--- src/rtl/memory_access_stage_if.sv ---
// Data-memory req/ack bus between the MEM stage (master) and memory (slave).
interface memory_access_stage_if;
    logic        dmem_req;
    logic        dmem_wen;
    logic [31:0] dmem_addr;
    logic [31:0] dmem_wdata;
    logic [3:0]  dmem_strobe;
    logic        dmem_ack;
    logic [31:0] dmem_rdata;

    modport master (
        output dmem_req,
        output dmem_wen,
        output dmem_addr,
        output dmem_wdata,
        output dmem_strobe,
        input  dmem_ack,
        input  dmem_rdata
    );

    modport slave (
        input  dmem_req,
        input  dmem_wen,
        input  dmem_addr,
        input  dmem_wdata,
        input  dmem_strobe,
        output dmem_ack,
        output dmem_rdata
    );
endinterface

--- src/rtl/memory_access_stage.sv ---
// Pipeline MEM stage: data-memory access, load alignment, MEM/WB latch.
// Define MEM_MISALIGN_TRAP_EN to fault misaligned half/word accesses.
module memory_access_stage #(
    parameter int CTRL_W      = 96,
    parameter int ACK_TIMEOUT = 255
) (
    input  logic                  CLK,
    input  logic                  nRST,
    input  logic                  flush,
    input  logic                  ex_valid,
    input  logic                  ex_mem_read,
    input  logic                  ex_mem_write,
    input  logic [1:0]            ex_mem_size,
    input  logic                  ex_mem_signed,
    input  logic [31:0]           ex_alu_out,
    input  logic [31:0]           ex_store_data,
    input  logic [CTRL_W-1:0]     ex_ctrl,
    output logic                  mem_stall,
    memory_access_stage_if.master bus,
    output logic                  mw_valid,
    output logic [CTRL_W-1:0]     mw_ctrl,
    output logic [31:0]           mw_alu_out,
    output logic [31:0]           mw_dload,
    output logic                  mw_fault
);
    typedef enum logic {IDLE, REQ} state_t;

    localparam logic [31:0] TO_LAST = 32'(ACK_TIMEOUT) - 32'd1;

    state_t state_q, state_d;

    logic              wen_q;
    logic [31:0]       addr_q;
    logic [31:0]       wdata_q;
    logic [3:0]        strobe_q;
    logic [1:0]        size_q;
    logic [1:0]        lane_q;
    logic              signed_q;
    logic [CTRL_W-1:0] ctrl_q;
    logic [31:0]       alu_q;
    logic              flush_q;
    logic [31:0]       cnt_q;

    logic              mw_valid_q;
    logic              mw_fault_q;
    logic [CTRL_W-1:0] mw_ctrl_q;
    logic [31:0]       mw_alu_q;
    logic [31:0]       mw_dload_q;

    logic        op, sz_byte, sz_half, misal, trap, issue;
    logic        ack, timeout, req, kill;
    logic [1:0]  lane;
    logic [3:0]  lane_mask, strobe_d;
    logic [31:0] wdata_d, rsh, dload_d;

    assign op      = ex_valid & (ex_mem_read | ex_mem_write);
    assign lane    = ex_alu_out[1:0];
    assign sz_byte = (ex_mem_size == 2'd0);
    assign sz_half = (ex_mem_size == 2'd1);
    assign misal   = (sz_half & (lane == 2'd3))
                   | (!sz_byte & !sz_half & (lane != 2'd0));

`ifdef MEM_MISALIGN_TRAP_EN
    assign trap = op & misal;
`else
    assign trap = 1'b0;
`endif

    assign issue   = op & !flush & !trap;
    assign ack     = (state_q == REQ) & bus.dmem_ack;
    assign timeout = (ACK_TIMEOUT != 0) && (state_q == REQ)
                  && !bus.dmem_ack && (cnt_q == TO_LAST);
    assign kill    = flush_q | flush;

    // Stores replicate into every lane; misaligned accesses drop lanes past byte 3.
    always_comb begin
        lane_mask = 4'b1111;
        wdata_d   = ex_store_data;
        unique case (1'b1)
            sz_byte: begin
                lane_mask = 4'b0001;
                wdata_d   = {4{ex_store_data[7:0]}};
            end
            sz_half: begin
                lane_mask = 4'b0011;
                wdata_d   = {2{ex_store_data[15:0]}};
            end
            default: ;
        endcase
        strobe_d = 4'b1111;
        if (ex_mem_write | misal) strobe_d = lane_mask << lane;
    end

    always_comb begin
        rsh     = bus.dmem_rdata >> {lane_q, 3'b000};
        dload_d = bus.dmem_rdata;
        unique case (size_q)
            2'd0:    dload_d = {{24{signed_q & rsh[7]}}, rsh[7:0]};
            2'd1:    dload_d = {{16{signed_q & rsh[15]}}, rsh[15:0]};
            default: ;
        endcase
        if (wen_q) dload_d = '0;
    end

    always_ff @(posedge CLK) begin
        if (!nRST) state_q <= IDLE;
        else       state_q <= state_d;
    end

    always_comb begin
        state_d = state_q;
        unique case (state_q)
            IDLE: if (issue)          state_d = REQ;
            REQ:  if (ack | timeout)  state_d = IDLE;
        endcase
    end

    always_comb begin
        mem_stall = 1'b0;
        req       = 1'b0;
        unique case (state_q)
            IDLE: mem_stall = issue;
            REQ: begin
                req       = 1'b1;
                mem_stall = !(ack | timeout);
            end
        endcase
    end

    always_ff @(posedge CLK) begin
        if (!nRST) begin
            wen_q      <= 1'b0;
            addr_q     <= '0;
            wdata_q    <= '0;
            strobe_q   <= '0;
            size_q     <= '0;
            lane_q     <= '0;
            signed_q   <= 1'b0;
            ctrl_q     <= '0;
            alu_q      <= '0;
            flush_q    <= 1'b0;
            cnt_q      <= '0;
            mw_valid_q <= 1'b0;
            mw_fault_q <= 1'b0;
            mw_ctrl_q  <= '0;
            mw_alu_q   <= '0;
            mw_dload_q <= '0;
        end else begin
            if (state_q == REQ && !bus.dmem_ack) cnt_q <= cnt_q + 32'd1;
            else if (state_q == IDLE)            cnt_q <= '0;
            unique case (state_q)
                IDLE: begin
                    flush_q <= 1'b0;
                    if (issue) begin
                        wen_q      <= ex_mem_write;
                        addr_q     <= {ex_alu_out[31:2], 2'b00};
                        wdata_q    <= wdata_d;
                        strobe_q   <= strobe_d;
                        size_q     <= ex_mem_size;
                        lane_q     <= lane;
                        signed_q   <= ex_mem_signed;
                        ctrl_q     <= ex_ctrl;
                        alu_q      <= ex_alu_out;
                        mw_valid_q <= 1'b0;
                        mw_fault_q <= 1'b0;
                    end else begin
                        mw_valid_q <= ex_valid & !flush;
                        mw_fault_q <= trap & !flush;
                        mw_ctrl_q  <= ex_ctrl;
                        mw_alu_q   <= ex_alu_out;
                        mw_dload_q <= '0;
                    end
                end
                REQ: begin
                    flush_q <= kill;
                    // A flushed access still completes on the bus; only the result is dropped.
                    if (ack | timeout) begin
                        mw_valid_q <= !kill;
                        mw_fault_q <= timeout & !kill;
                        mw_ctrl_q  <= ctrl_q;
                        mw_alu_q   <= alu_q;
                        mw_dload_q <= timeout ? 32'd0 : dload_d;
                    end
                end
            endcase
        end
    end

    assign bus.dmem_req    = req;
    assign bus.dmem_wen    = wen_q;
    assign bus.dmem_addr   = addr_q;
    assign bus.dmem_wdata  = wdata_q;
    assign bus.dmem_strobe = strobe_q;

    assign mw_valid   = mw_valid_q;
    assign mw_fault   = mw_fault_q;
    assign mw_ctrl    = mw_ctrl_q;
    assign mw_alu_out = mw_alu_q;
    assign mw_dload   = mw_dload_q;
endmodule

--- src/flat_wrapper.sv ---
// flat-port wrapper written by rule: the top's interface ports become plain ports
module memory_access_stage_flat 
#(
    parameter int CTRL_W      = 96,
    parameter int ACK_TIMEOUT = 255
)
  (CLK, nRST, flush, ex_valid, ex_mem_read, ex_mem_write, ex_mem_size, ex_mem_signed, ex_alu_out, ex_store_data, ex_ctrl, mem_stall, mw_valid, mw_ctrl, mw_alu_out, mw_dload, mw_fault, bus_dmem_req, bus_dmem_wen, bus_dmem_addr, bus_dmem_wdata, bus_dmem_strobe, bus_dmem_ack, bus_dmem_rdata);
  memory_access_stage_if bus_i ();
  input  logic CLK;
  input  logic nRST;
  input  logic flush;
  input  logic ex_valid;
  input  logic ex_mem_read;
  input  logic ex_mem_write;
  input  logic [1:0] ex_mem_size;
  input  logic ex_mem_signed;
  input  logic [31:0] ex_alu_out;
  input  logic [31:0] ex_store_data;
  input  logic [CTRL_W-1:0] ex_ctrl;
  output logic mem_stall;
  output logic mw_valid;
  output logic [CTRL_W-1:0] mw_ctrl;
  output logic [31:0] mw_alu_out;
  output logic [31:0] mw_dload;
  output logic mw_fault;
  output wire logic [$bits(bus_i.dmem_req)-1:0] bus_dmem_req;
  output wire logic [$bits(bus_i.dmem_wen)-1:0] bus_dmem_wen;
  output wire logic [$bits(bus_i.dmem_addr)-1:0] bus_dmem_addr;
  output wire logic [$bits(bus_i.dmem_wdata)-1:0] bus_dmem_wdata;
  output wire logic [$bits(bus_i.dmem_strobe)-1:0] bus_dmem_strobe;
  input wire logic [$bits(bus_i.dmem_ack)-1:0] bus_dmem_ack;
  input wire logic [$bits(bus_i.dmem_rdata)-1:0] bus_dmem_rdata;
  assign bus_dmem_req = bus_i.dmem_req;
  assign bus_dmem_wen = bus_i.dmem_wen;
  assign bus_dmem_addr = bus_i.dmem_addr;
  assign bus_dmem_wdata = bus_i.dmem_wdata;
  assign bus_dmem_strobe = bus_i.dmem_strobe;
  assign bus_i.dmem_ack = bus_dmem_ack;
  assign bus_i.dmem_rdata = bus_dmem_rdata;
  memory_access_stage #(.CTRL_W(CTRL_W), .ACK_TIMEOUT(ACK_TIMEOUT)) u_core (.CLK(CLK), .nRST(nRST), .flush(flush), .ex_valid(ex_valid), .ex_mem_read(ex_mem_read), .ex_mem_write(ex_mem_write), .ex_mem_size(ex_mem_size), .ex_mem_signed(ex_mem_signed), .ex_alu_out(ex_alu_out), .ex_store_data(ex_store_data), .ex_ctrl(ex_ctrl), .mem_stall(mem_stall), .bus(bus_i), .mw_valid(mw_valid), .mw_ctrl(mw_ctrl), .mw_alu_out(mw_alu_out), .mw_dload(mw_dload), .mw_fault(mw_fault));
endmodule
--- config.mk ---
export PLATFORM = sky130hd
export DESIGN_NAME = memory_access_stage_flat
export DESIGN_NICKNAME = d
export VERILOG_FILES = /design/src/rtl/memory_access_stage_if.sv /design/src/rtl/memory_access_stage.sv /design/src/flat_wrapper.sv
export SDC_FILE = /design/constraint.sdc
export NUM_CORES = 1
export LEC_CHECK = 0
export BUFFER_PORTS_ARGS = -buffer_cell sky130_fd_sc_hd__buf_2
export CAP_MARGIN = 10
export CORE_MARGIN = 1
export CORE_UTILIZATION = 56
export CTS_CLUSTER_DIAMETER = 60
export DETAILED_ROUTE_END_ITERATION = 12
export MAX_ROUTING_LAYER = met4
export PLACE_DENSITY_LB_ADDON = 0.2
export SYNTH_ARGS = -nofsm -noshare
export SYNTH_HDL_FRONTEND = slang
export SYNTH_SLANG_ARGS = --single-unit
--- constraint.sdc ---
create_clock -name CLK -period 5.5 [get_ports CLK]
set_clock_uncertainty 0.2 [all_clocks]
set_input_delay 0.55 -clock CLK [delete_from_list [all_inputs] [get_ports CLK]]
set_output_delay 0.55 -clock CLK [all_outputs]
set_load 0.03 [all_outputs]
==> impl_metrics.env, run 1 <==
export IMPL_post_cts_setup_buffers=0
export IMPL_ff2ff_path_depth=7
export IMPL_cts_buffers=39
export IMPL_internal_power_w=0.00468
export IMPL_grt_usage_pct=31.7
export IMPL_first_pass_iters=7
export IMPL_grt_overflow_total=0
export IMPL_rsz0062_at_grt="false"
export IMPL_switching_share_pct=27.3
export IMPL_coreArea_sq_mm=0.0269
export IMPL_drt_wirelength_per_cell_um=18.5
export IMPL_clk_path_buf_depth=3
export IMPL_grt_start_max_net_pins=118
export IMPL_holdWs_ns=0.0768
export IMPL_wl_met3_um=3560
export IMPL_vdd_drop_max_mv=0.266
export IMPL_io_pins=435
export IMPL_min_period_ns=4.20
export IMPL_max_cap_violations=0
export IMPL_dp_hpwl_um=29300
export IMPL_drive_above_1_share_pct=24.7
export IMPL_critical_path_top_delay_family="simple AND/OR/NAND/NOR gates"
export IMPL_worst_slew_pin_slew_ns=1.24
export IMPL_avgViaCountPerCell=5.69
export IMPL_drv_slew=0
export IMPL_cts_sinks=364
export IMPL_antenna_left=0
export IMPL_r2r_slack_ns=1.33
export IMPL_antenna_found_initial=10
export IMPL_maxSlewHeadroom_pct=17.3
export IMPL_tritoncts="done"
export IMPL_drc_errors=0
export IMPL_highest_layer="met4"
export IMPL_syn_mean_instance_area_sq_um=8.68
export IMPL_path_cells="inv_1, nand2_1, or3_4, and2_4, inv_1, buf_2"
export IMPL_cts_resized=0
export IMPL_status="finished, final reports clean"
export IMPL_worst_path_largest_cell_delay_ns=0.77
export IMPL_cts_hold_buf=0
export IMPL_path_buf_inv=3
export IMPL_power_w=0.00643
export IMPL_nets=2266
export IMPL_combinationalPowerShare_pct=14.4
export IMPL_p_leak_nw=7.59
export IMPL_start_util_pct=56.9
export IMPL_io_buffer_count=432
export IMPL_hp_class="in -> reg"
export IMPL_fmax_ghz=0.238
export IMPL_final_common_cell="buf_2"
export IMPL_clk_latency_ns=0.52
export IMPL_power_density_mw_per_mm2=348
export IMPL_floorplan_rows=60
export IMPL_reg2reg_to="u_core.mw_ctrl[35]"
export IMPL_setup_viol=0
export IMPL_grt_pass1_wl_um=69600
export IMPL_yosys_warnings=0
export IMPL_gp_congestion=0.913
export IMPL_grt_pass1_vias=12900
export IMPL_die_w_um=167
export IMPL_path_class="reg -> out"
export IMPL_crit_fanout=82
export IMPL_worst_setup_path_start_kind="flop"
export IMPL_cp_end_kind="output pin"
export IMPL_yosysSeqAreaShare_pct=47.7
export IMPL_area_growth_pct=20.9
export IMPL_htree_num_levels=2
export IMPL_final_core_util_pct=68.8
export IMPL_power_frac_seq_pct=44.7
export IMPL_whs_endpoint="u_core.ctrl_q[18]"
export IMPL_crit_top_cell="inv_1"
export IMPL_syn_inst=1761
export IMPL_ys_types=45
export IMPL_met2_length_um=21000
export IMPL_drtIter0Drc=1241
export IMPL_wl_met1_um=18700
export IMPL_setup_tns_ns=0
export IMPL_reg2reg_from="u_core.state_q"
export IMPL_root_buffer="clkbuf_16"
export IMPL_power_switching_w=0.00175
export IMPL_cp_data_required_time_ns=4.75
export IMPL_routed_wl_um=45000
export IMPL_min_delay_start="ex_ctrl[18]"
export IMPL_die_height_um=167
export IMPL_clkPwrFrac_pct=40.9
export IMPL_synth_seq_cells=364
export IMPL_die_area_sq_mm=0.0280
export IMPL_fin_crit_sh_pct=76.4
export IMPL_clk_pin_slew_worst_paths_ns=0.06
export IMPL_num_vias=13900
export IMPL_whs_path_depth=3
export IMPL_crit_path_top_delay_cell="dfxtp_4"
export IMPL_hold_viol_final=0
export IMPL_crit_arrival_ns=3.45
export IMPL_final_cell_mix="buf_2, dfxtp_1, nand2_1, a21oi_1, mux2i_1"
export IMPL_synth_area_sq_mm=0.0153
[flip-flops by register name, summed over array words and instances (netlist names), 4 cells and up]
signal / count
u_core.mw_alu_out: 32
u_core.mw_dload: 32
u_core.ctrl_q: 96
u_core.bus.dmem_strobe: 4
u_core.cnt_q: 32
u_core.mw_ctrl: 96
u_core.alu_q: 31
u_core.bus.dmem_wdata: 32
[worst max path at each step]
stage | endpoint | slack [ns] | startpoint | cells after the start
2_1_floorplan | mem_stall | 2.14 | bus_dmem_ack | 9
3_3_place_gp | u_core.mw_ctrl[32] | 1.49 | u_core.state_q | 7
3_5_place_dp | u_core.mw_ctrl[72] | 1.42 | u_core.state_q | 7
4_1_cts | mem_stall | 1.28 | u_core.state_q | 6
5_1_grt | mem_stall | 1.07 | u_core.state_q | 6
6_report | mem_stall | 1.30 | u_core.state_q | 6
[cells in the mapped netlist]
master | count | area share [%]
dfxtp_1 | 364 | 48
nand2_1 | 344 | 8.4
a21oi_1 | 288 | 9.4
mux2i_1 | 158 | 10
a211oi_1 | 136 | 6.7
clkbuf_1 | 115 | 2.8
nor2_1 | 68 | 1.7
buf_4 | 38 | 1.9
xor2_1 | 27 | 1.5
a22o_1 | 25 | 1.4
buf_2 | 24 | 0.79
o21ai_0 | 21 | 0.69
nand2b_1 | 18 | 0.74
nand3_1 | 18 | 0.59
nand4_1 | 15 | 0.61
buf_1 | 11 | 0.27
a311oi_1 | 9 | 0.52
o2bb2ai_1 | 9 | 0.52
a22oi_1 | 8 | 0.39
o21ai_1 | 6 | 0.20
o221ai_1 | 6 | 0.34
inv_1 | 5 | 0.12
nor3_1 | 5 | 0.16
and2_1 | 4 | 0.16
and3_1 | 4 | 0.16
and4_1 | 4 | 0.23
nor2b_1 | 4 | 0.16
nor4_1 | 3 | 0.12
or4_1 | 3 | 0.15
xnor2_1 | 3 | 0.17
ha_1 | 2 | 0.16
nand4b_1 | 2 | 0.11
or3_1 | 2 | 0.082
a21o_1 | 1 | 0.049
a31oi_1 | 1 | 0.041
and3b_1 | 1 | 0.057
conb_1 | 1 | 0.025
inv_2 | 1 | 0.025
nor3b_1 | 1 | 0.049
nor4b_1 | 1 | 0.057
o211ai_1 | 1 | 0.049
o22ai_1 | 1 | 0.041
o31ai_4 | 1 | 0.14
o32ai_1 | 1 | 0.057
or4b_1 | 1 | 0.065
[power groups by stage]
| stage | logic (W) | registers (W) | clock network (W) |
|---|---|---|---|
| 6_report | 0.000924 | 0.00287 | 0.00263 |
| 5_1_grt | 0.000990 | 0.00289 | 0.00277 |
| 4_1_cts | 0.000924 | 0.00287 | 0.00267 |
| 3_5_place_dp | 0.000921 | 0.00293 | 0 |
| 3_3_place_gp | 0.000907 | 0.00292 | 0 |
| 2_1_floorplan | 0.000429 | 0.00311 | 0 |
[worst reg2reg max path: stages (launching register included)]
cell and delay (ns):
dfxtp_4 0.77, or4b_1 0.48, or4_1 0.48, o31ai_4 0.21, buf_4 0.60, buf_4 0.81
a21oi_1 0.25, a211oi_1 0.29
[kinds of logic after synthesis]
family | share of synthesized area [%]
other | 0.0245
AO/OA/AOI/OAI | 20.6
XOR/XNOR | 1.72
adder cells (fa/ha/maj) | 0.164
flip-flops | 47.7
AND/OR/NAND/NOR | 13.6
buffers and inverters | 5.89
multiplexers | 10.3
[metal layers]
| metal | vias up | track usage, % |
|---|---|---|
| met4 | 0 | 12.4 |
| met3 | 110 | 8.30 |
| met1 | 6497 | 38.6 |
| met2 | 516 | 50.2 |
| met5 | - | - |
| li1 | 6766 | - |
[per-stage QoR]
step           instances  cell area, sq um  setup WS, ns
2_1_floorplan       1762             15300          2.14
3_3_place_gp        2362             17200          1.49
3_5_place_dp        2362             17200          1.42
4_1_cts             2429             18500          1.28
5_1_grt             2439             18500          1.07
6_report            2439             18500          1.30
[layout make-up]
cell class                 count  area, sq um
inverter                       6         30.0
sequential                   364         7290
clock inverter                 8         96.3
tap                          341          427
clock buffer                  59         1200
antenna                       10         25.0
timing repair buffer         447         2300
fill                        2240         8380
multi-input combinational   1204         7120
Power figures use the tool's default switching activity.
==> run 2: changes to the inputs <==
--- a/config.mk
+++ b/config.mk
@@ -8,7 +8,7 @@
 export BUFFER_PORTS_ARGS = -buffer_cell sky130_fd_sc_hd__buf_2
 export CAP_MARGIN = 10
 export CORE_MARGIN = 1
-export CORE_UTILIZATION = 56
+export CORE_UTILIZATION = 52
 export CTS_CLUSTER_DIAMETER = 60
 export DETAILED_ROUTE_END_ITERATION = 12
 export MAX_ROUTING_LAYER = met4
==> constraint.sdc (replaced) <==
create_clock -name CLK -period 3.99 [get_ports CLK]
set_clock_uncertainty 0.2 [all_clocks]
set_input_delay 0.399 -clock CLK [delete_from_list [all_inputs] [get_ports CLK]]
set_output_delay 0.399 -clock CLK [all_outputs]
set_load 0.03 [all_outputs]
==> impl_metrics.env, run 2 (synthesis results as in run 1) <==
export IMPL_setup_viol=0
export IMPL_path_cells="or4_1, or4_1, o31ai_4, and2_4, inv_1, buf_2"
export IMPL_min_period_ns=3.23
export IMPL_gp_congestion=0.895
export IMPL_first_pass_iters=7
export IMPL_final_cell_count_no_fill=2625
export IMPL_start_util_pct=53.1
export IMPL_p_leak_nw=8.25
export IMPL_die_area_sq_mm=0.0301
export IMPL_area_growth_pct=31.4
export IMPL_cp_end_kind="output pin"
export IMPL_antenna_found_initial=4
export IMPL_root_buffer="clkbuf_16"
export IMPL_io_pins=435
export IMPL_hold_viol_final=0
export IMPL_fmax_ghz=0.309
export IMPL_drv_slew=0
export IMPL_rsz0062_at_grt="false"
export IMPL_placed_area_sq_mm=0.0173
export IMPL_cts_resized=0
export IMPL_max_cap_violations=0
export IMPL_grt_pass1_vias=13900
export IMPL_dp_hpwl_um=30000
export IMPL_cts_sinks=364
export IMPL_dpl_cell_count=2410
export IMPL_path_buf_inv=2
export IMPL_coreArea_sq_mm=0.0288
export IMPL_drtIter0Drc=1213
export IMPL_final_core_util_pct=69.8
export IMPL_clk_path_buf_depth=3
export IMPL_nets=2413
export IMPL_grt_overflow_total=0
export IMPL_drt_wirelength_per_cell_um=18.4
export IMPL_worst_setup_path_start_kind="flop"
export IMPL_antenna_left=0
export IMPL_clk_pin_slew_worst_paths_ns=0.06
export IMPL_die_height_um=173
export IMPL_final_common_cell="buf_2"
export IMPL_vdd_drop_max_mv=0.387
export IMPL_grt_usage_pct=31.5
export IMPL_final_cell_mix="buf_2, dfxtp_1, nand2_1, a21oi_1, mux2i_1"
export IMPL_grt_start_max_net_pins=144
export IMPL_io_buffer_count=432
export IMPL_floorplan_rows=62
export IMPL_status="finished, final reports clean"
export IMPL_maxSlewHeadroom_pct=15.1
export IMPL_power_density_mw_per_mm2=453
export IMPL_grt_pass1_wl_um=74900
export IMPL_drive_above_1_share_pct=23.2
export IMPL_die_w_um=173
export IMPL_num_vias=14700
export IMPL_crit_fanout=5
export IMPL_fillCellCount=2252
export IMPL_critical_path_top_delay_family="simple AND/OR/NAND/NOR gates"
export IMPL_worst_path_largest_cell_delay_ns=0.60
export IMPL_worst_slew_pin_slew_ns=1.27
export IMPL_avgViaCountPerCell=5.58
export IMPL_clk_latency_ns=0.52
export IMPL_hp_class="in -> reg"
export IMPL_cp_data_required_time_ns=3.39
export IMPL_crit_path_top_delay_cell="or4_1"
export IMPL_tritoncts="done"
export IMPL_crit_arrival_ns=2.64
export IMPL_crit_top_cell="or4_1"
export IMPL_drc_errors=0
export IMPL_cts_buffers=39
export IMPL_setup_tns_ns=0
export IMPL_routed_wl_um=48400
export IMPL_path_class="reg -> out"
export IMPL_fin_crit_sh_pct=81.1
export IMPL_htree_num_levels=2
export IMPL_final_area_sq_mm=0.0201
==> run 2: changes by cell type in the layout (fill, tap and decap cells not counted), sizes merged <==
cell | before | now
dlygate4sd3 | 0 | 142
buf | 447 | 452
diode | 10 | 5
bufinv | 2 | 3
clkinv | 4 | 5
inv | 7 | 6
==> run 2: what timing repair did <==
item	in CTS	in global routing
hold buffers	142	0
buffers inserted	0	0
endpoints found under the hold margin	142	0
==> run 2: worst paths after layout <==
kind,from,end,slack [ns],depth (start not counted)
worst max-delay path,u_core.cnt_q[15],mem_stall,0.76,6
worst min-delay path,ex_store_data[5],u_core.bus.dmem_wdata[5],0.02,3
worst max register to register,u_core.cnt_q[15],u_core.mw_alu_out[1],0.83,7
worst min register to register,u_core.bus.dmem_wdata[31],u_core.bus.dmem_wdata[31],0.25,2
==> run 2: stage by stage <==
stage	hold WS, ns	power [W]	worst slack (ns)
floorplan	0.236	0.00488	0.839
global placement	0.233	0.00530	0.925
detailed placement	0.246	0.00532	0.823
CTS	0.00165	0.00913	0.724
global route	0.0190	0.00942	0.674
finish	0.0176	0.00910	0.755
==> run 2: worst min-delay path: cells and delay by family <==
kind,cells,cell delay (ns)
buf+inv,1,0.15
simple gates,1,0.08
compound gates,1,0.06
==> run 2: layer usage <==
layer	vias to the layer above	global-route usage [%]	routed length, um
met4	0	10.8	1570
met3	103	8.36	4090
met1	6906	37.6	19800
li1	7061	-	-
met5	-	-	0
met2	589	51.3	22900
==> run 2: power by group <==
part           total, W  switching, W  internal, W  leakage, nW
combinational   0.00143      0.000915     0.000514         4.61
clock           0.00372       0.00145      0.00227        0.655
sequential      0.00395      0.000113      0.00384         2.98
total           0.00910       0.00248      0.00662         8.25
==> run 2: final cells by class <==
type	count	area (sq um)	share of cell area (%)
Clock buffer	59	1200	5.99
Timing Repair Buffer	594	3830	19.1
Multi-Input combinational cell	1204	7120	35.4
Clock inverter	9	123	0.610
Tap cell	384	480	2.39
Antenna cell	5	12.5	0.0623
Inverter	6	30.0	0.149
Sequential cell	364	7290	36.3
==> run 3: changes to the inputs <==
==> constraint.sdc (replaced) <==
create_clock -name CLK -period 3.1 [get_ports CLK]
set_clock_uncertainty 0.2 [all_clocks]
set_input_delay 0.31 -clock CLK [delete_from_list [all_inputs] [get_ports CLK]]
set_output_delay 0.31 -clock CLK [all_outputs]
set_load 0.03 [all_outputs]
==> impl_metrics.env, run 3 (synthesis results as in run 1) <==
export IMPL_status="finished, final reports clean"
export IMPL_whs_endpoint="u_core.bus.dmem_wdata[31]"
export IMPL_gp_congestion=0.925
export IMPL_vdd_drop_max_mv=0.571
export IMPL_drtIter0Drc=1169
export IMPL_fin_crit_sh_pct=97.5
export IMPL_final_cell_mix="buf_2, dfxtp_1, nand2_1, a21oi_1, dlygate4sd3_1"
export IMPL_power_w=0.0118
export IMPL_antenna_left=0
export IMPL_setup_tns_ns=0
export IMPL_ff2ff_path_depth=7
export IMPL_regArea_sq_mm=0.00730
export IMPL_cp_end_kind="output pin"
export IMPL_htree_num_levels=2
export IMPL_rsz0062_at_grt="false"
export IMPL_whs_path_depth=5
export IMPL_power_density_mw_per_mm2=566
export IMPL_die_w_um=173
export IMPL_cp_data_required_time_ns=2.59
export IMPL_first_pass_iters=5
export IMPL_reg2reg_from="u_core.cnt_q[14]"
export IMPL_grt_pass1_wl_um=78300
export IMPL_holdWs_ns=0.0131
export IMPL_cts_sinks=364
export IMPL_dp_hpwl_um=30300
export IMPL_r2r_slack_ns=0.14
export IMPL_p_leak_nw=8.62
export IMPL_nets=2488
export IMPL_drv_slew=0
export IMPL_clk_pin_slew_worst_paths_ns=0.06
export IMPL_coreArea_sq_mm=0.0288
export IMPL_grt_start_max_net_pins=132
export IMPL_floorplan_rows=62
export IMPL_hp_class="in -> reg"
export IMPL_min_delay_start="ex_store_data[31]"
export IMPL_avgViaCountPerCell=5.59
export IMPL_min_period_ns=3.02
export IMPL_start_util_pct=53.1
export IMPL_fillCellCount=2166
export IMPL_worst_slew_pin_slew_ns=1.34
export IMPL_path_class="reg -> out"
export IMPL_fmax_ghz=0.331
export IMPL_grt_overflow_total=0
export IMPL_setup_viol=0
export IMPL_hold_viol_final=0
export IMPL_multiInputGateArea_sq_mm=0.00713
export IMPL_reg2reg_to="u_core.mw_ctrl[6]"
export IMPL_antenna_found_initial=2
export IMPL_crit_fanout=6
export IMPL_die_height_um=173
export IMPL_clk_path_buf_depth=3
export IMPL_clk_latency_ns=0.52
export IMPL_routed_wl_um=50000
export IMPL_cts_buffers=40
export IMPL_final_core_util_pct=72.5
export IMPL_final_cell_count_no_fill=2698
export IMPL_drt_wirelength_per_cell_um=18.5
export IMPL_num_vias=15100
export IMPL_root_buffer="clkbuf_16"
export IMPL_grt_pass1_vias=14700
export IMPL_final_common_cell="buf_2"
export IMPL_drive_above_1_share_pct=23.4
export IMPL_worst_setup_path_start_kind="flop"
export IMPL_maxSlewHeadroom_pct=10.4
export IMPL_area_growth_pct=36.5
export IMPL_die_area_sq_mm=0.0301
export IMPL_max_cap_violations=0
export IMPL_drc_errors=0
export IMPL_io_buffer_count=432
export IMPL_io_pins=435
export IMPL_dpl_cell_count=2424
export IMPL_grt_usage_pct=33.0
export IMPL_tritoncts="done"
export IMPL_crit_arrival_ns=2.51
[run 3: worst max path at each step]
stage | start | end | slack [ns] | depth (start not counted)
final | u_core.cnt_q[14] | mem_stall | 0.08 | 6
after floorplan | u_core.state_q | mem_stall | 0.04 | 9
after detailed placement | u_core.cnt_q[15] | u_core.mw_ctrl[78] | 0.22 | 6
after CTS | u_core.cnt_q[11] | mem_stall | 0.004 | 6
after global placement | u_core.cnt_q[15] | u_core.mw_ctrl[82] | 0.31 | 6
after global routing | u_core.cnt_q[19] | mem_stall | 0.02 | 6
[run 3: routing by layer]
layer / GRT usage, % / part of all wire (%) / wire length [um] / up-vias
li1: - / - / - / 7219
met1: 39.4 / 41 / 20300 / 7122
met2: 53.3 / 48 / 23800 / 620
met3: 7.79 / 7.8 / 3920 / 129
met4: 13.6 / 4.0 / 2000 / 0
met5: - / 0 / 0 / -
[run 3: what timing repair did]
| item | 4_1_cts | 5_1_grt |
|---|---|---|
| hold endpoints to repair | 319 | 0 |
| setup endpoints to repair | 1 | 1 |
| gates resized for setup | 4 | 8 |
| hold buffers | 199 | 0 |
| setup buffers | 2 | 1 |
| pin swaps | 3 | 4 |
[run 3: stage by stage]
step,instance area [sq um],setup WS (ns)
after floorplan,15300,0.0378
after global placement,17500,0.315
after detailed placement,17500,0.217
after CTS,20800,0.00407
after global routing,20900,0.0173
final,20900,0.0788
[run 3: critical path: stages (launching register included)]
cell     delay, ns
dfxtp_4       0.36
or4b_4        0.48
or4_4         0.56
o31ai_4       0.21
and2_4        0.20
inv_1         0.05
buf_6         0.13
[run 3: area by class of cell]
| class | instances | share of cell area [%] |
|---|---|---|
| multi-input cells | 1204 | 34.1 |
| well taps | 384 | 2.30 |
| repair buffers | 668 | 22.1 |
| inverters | 6 | 0.144 |
| diodes | 2 | 0.0240 |
| clock buffers | 58 | 5.51 |
| flip-flops and latches | 364 | 35.0 |
| clock inverters | 12 | 0.803 |
[run 3: power by group]
part | internal, W | switching (W) | total [W]
combinational | 0.000741 | 0.00121 | 0.00196
clock | 0.00291 | 0.00187 | 0.00478
sequential | 0.00494 | 0.000143 | 0.00508
total | 0.00858 | 0.00323 | 0.0118
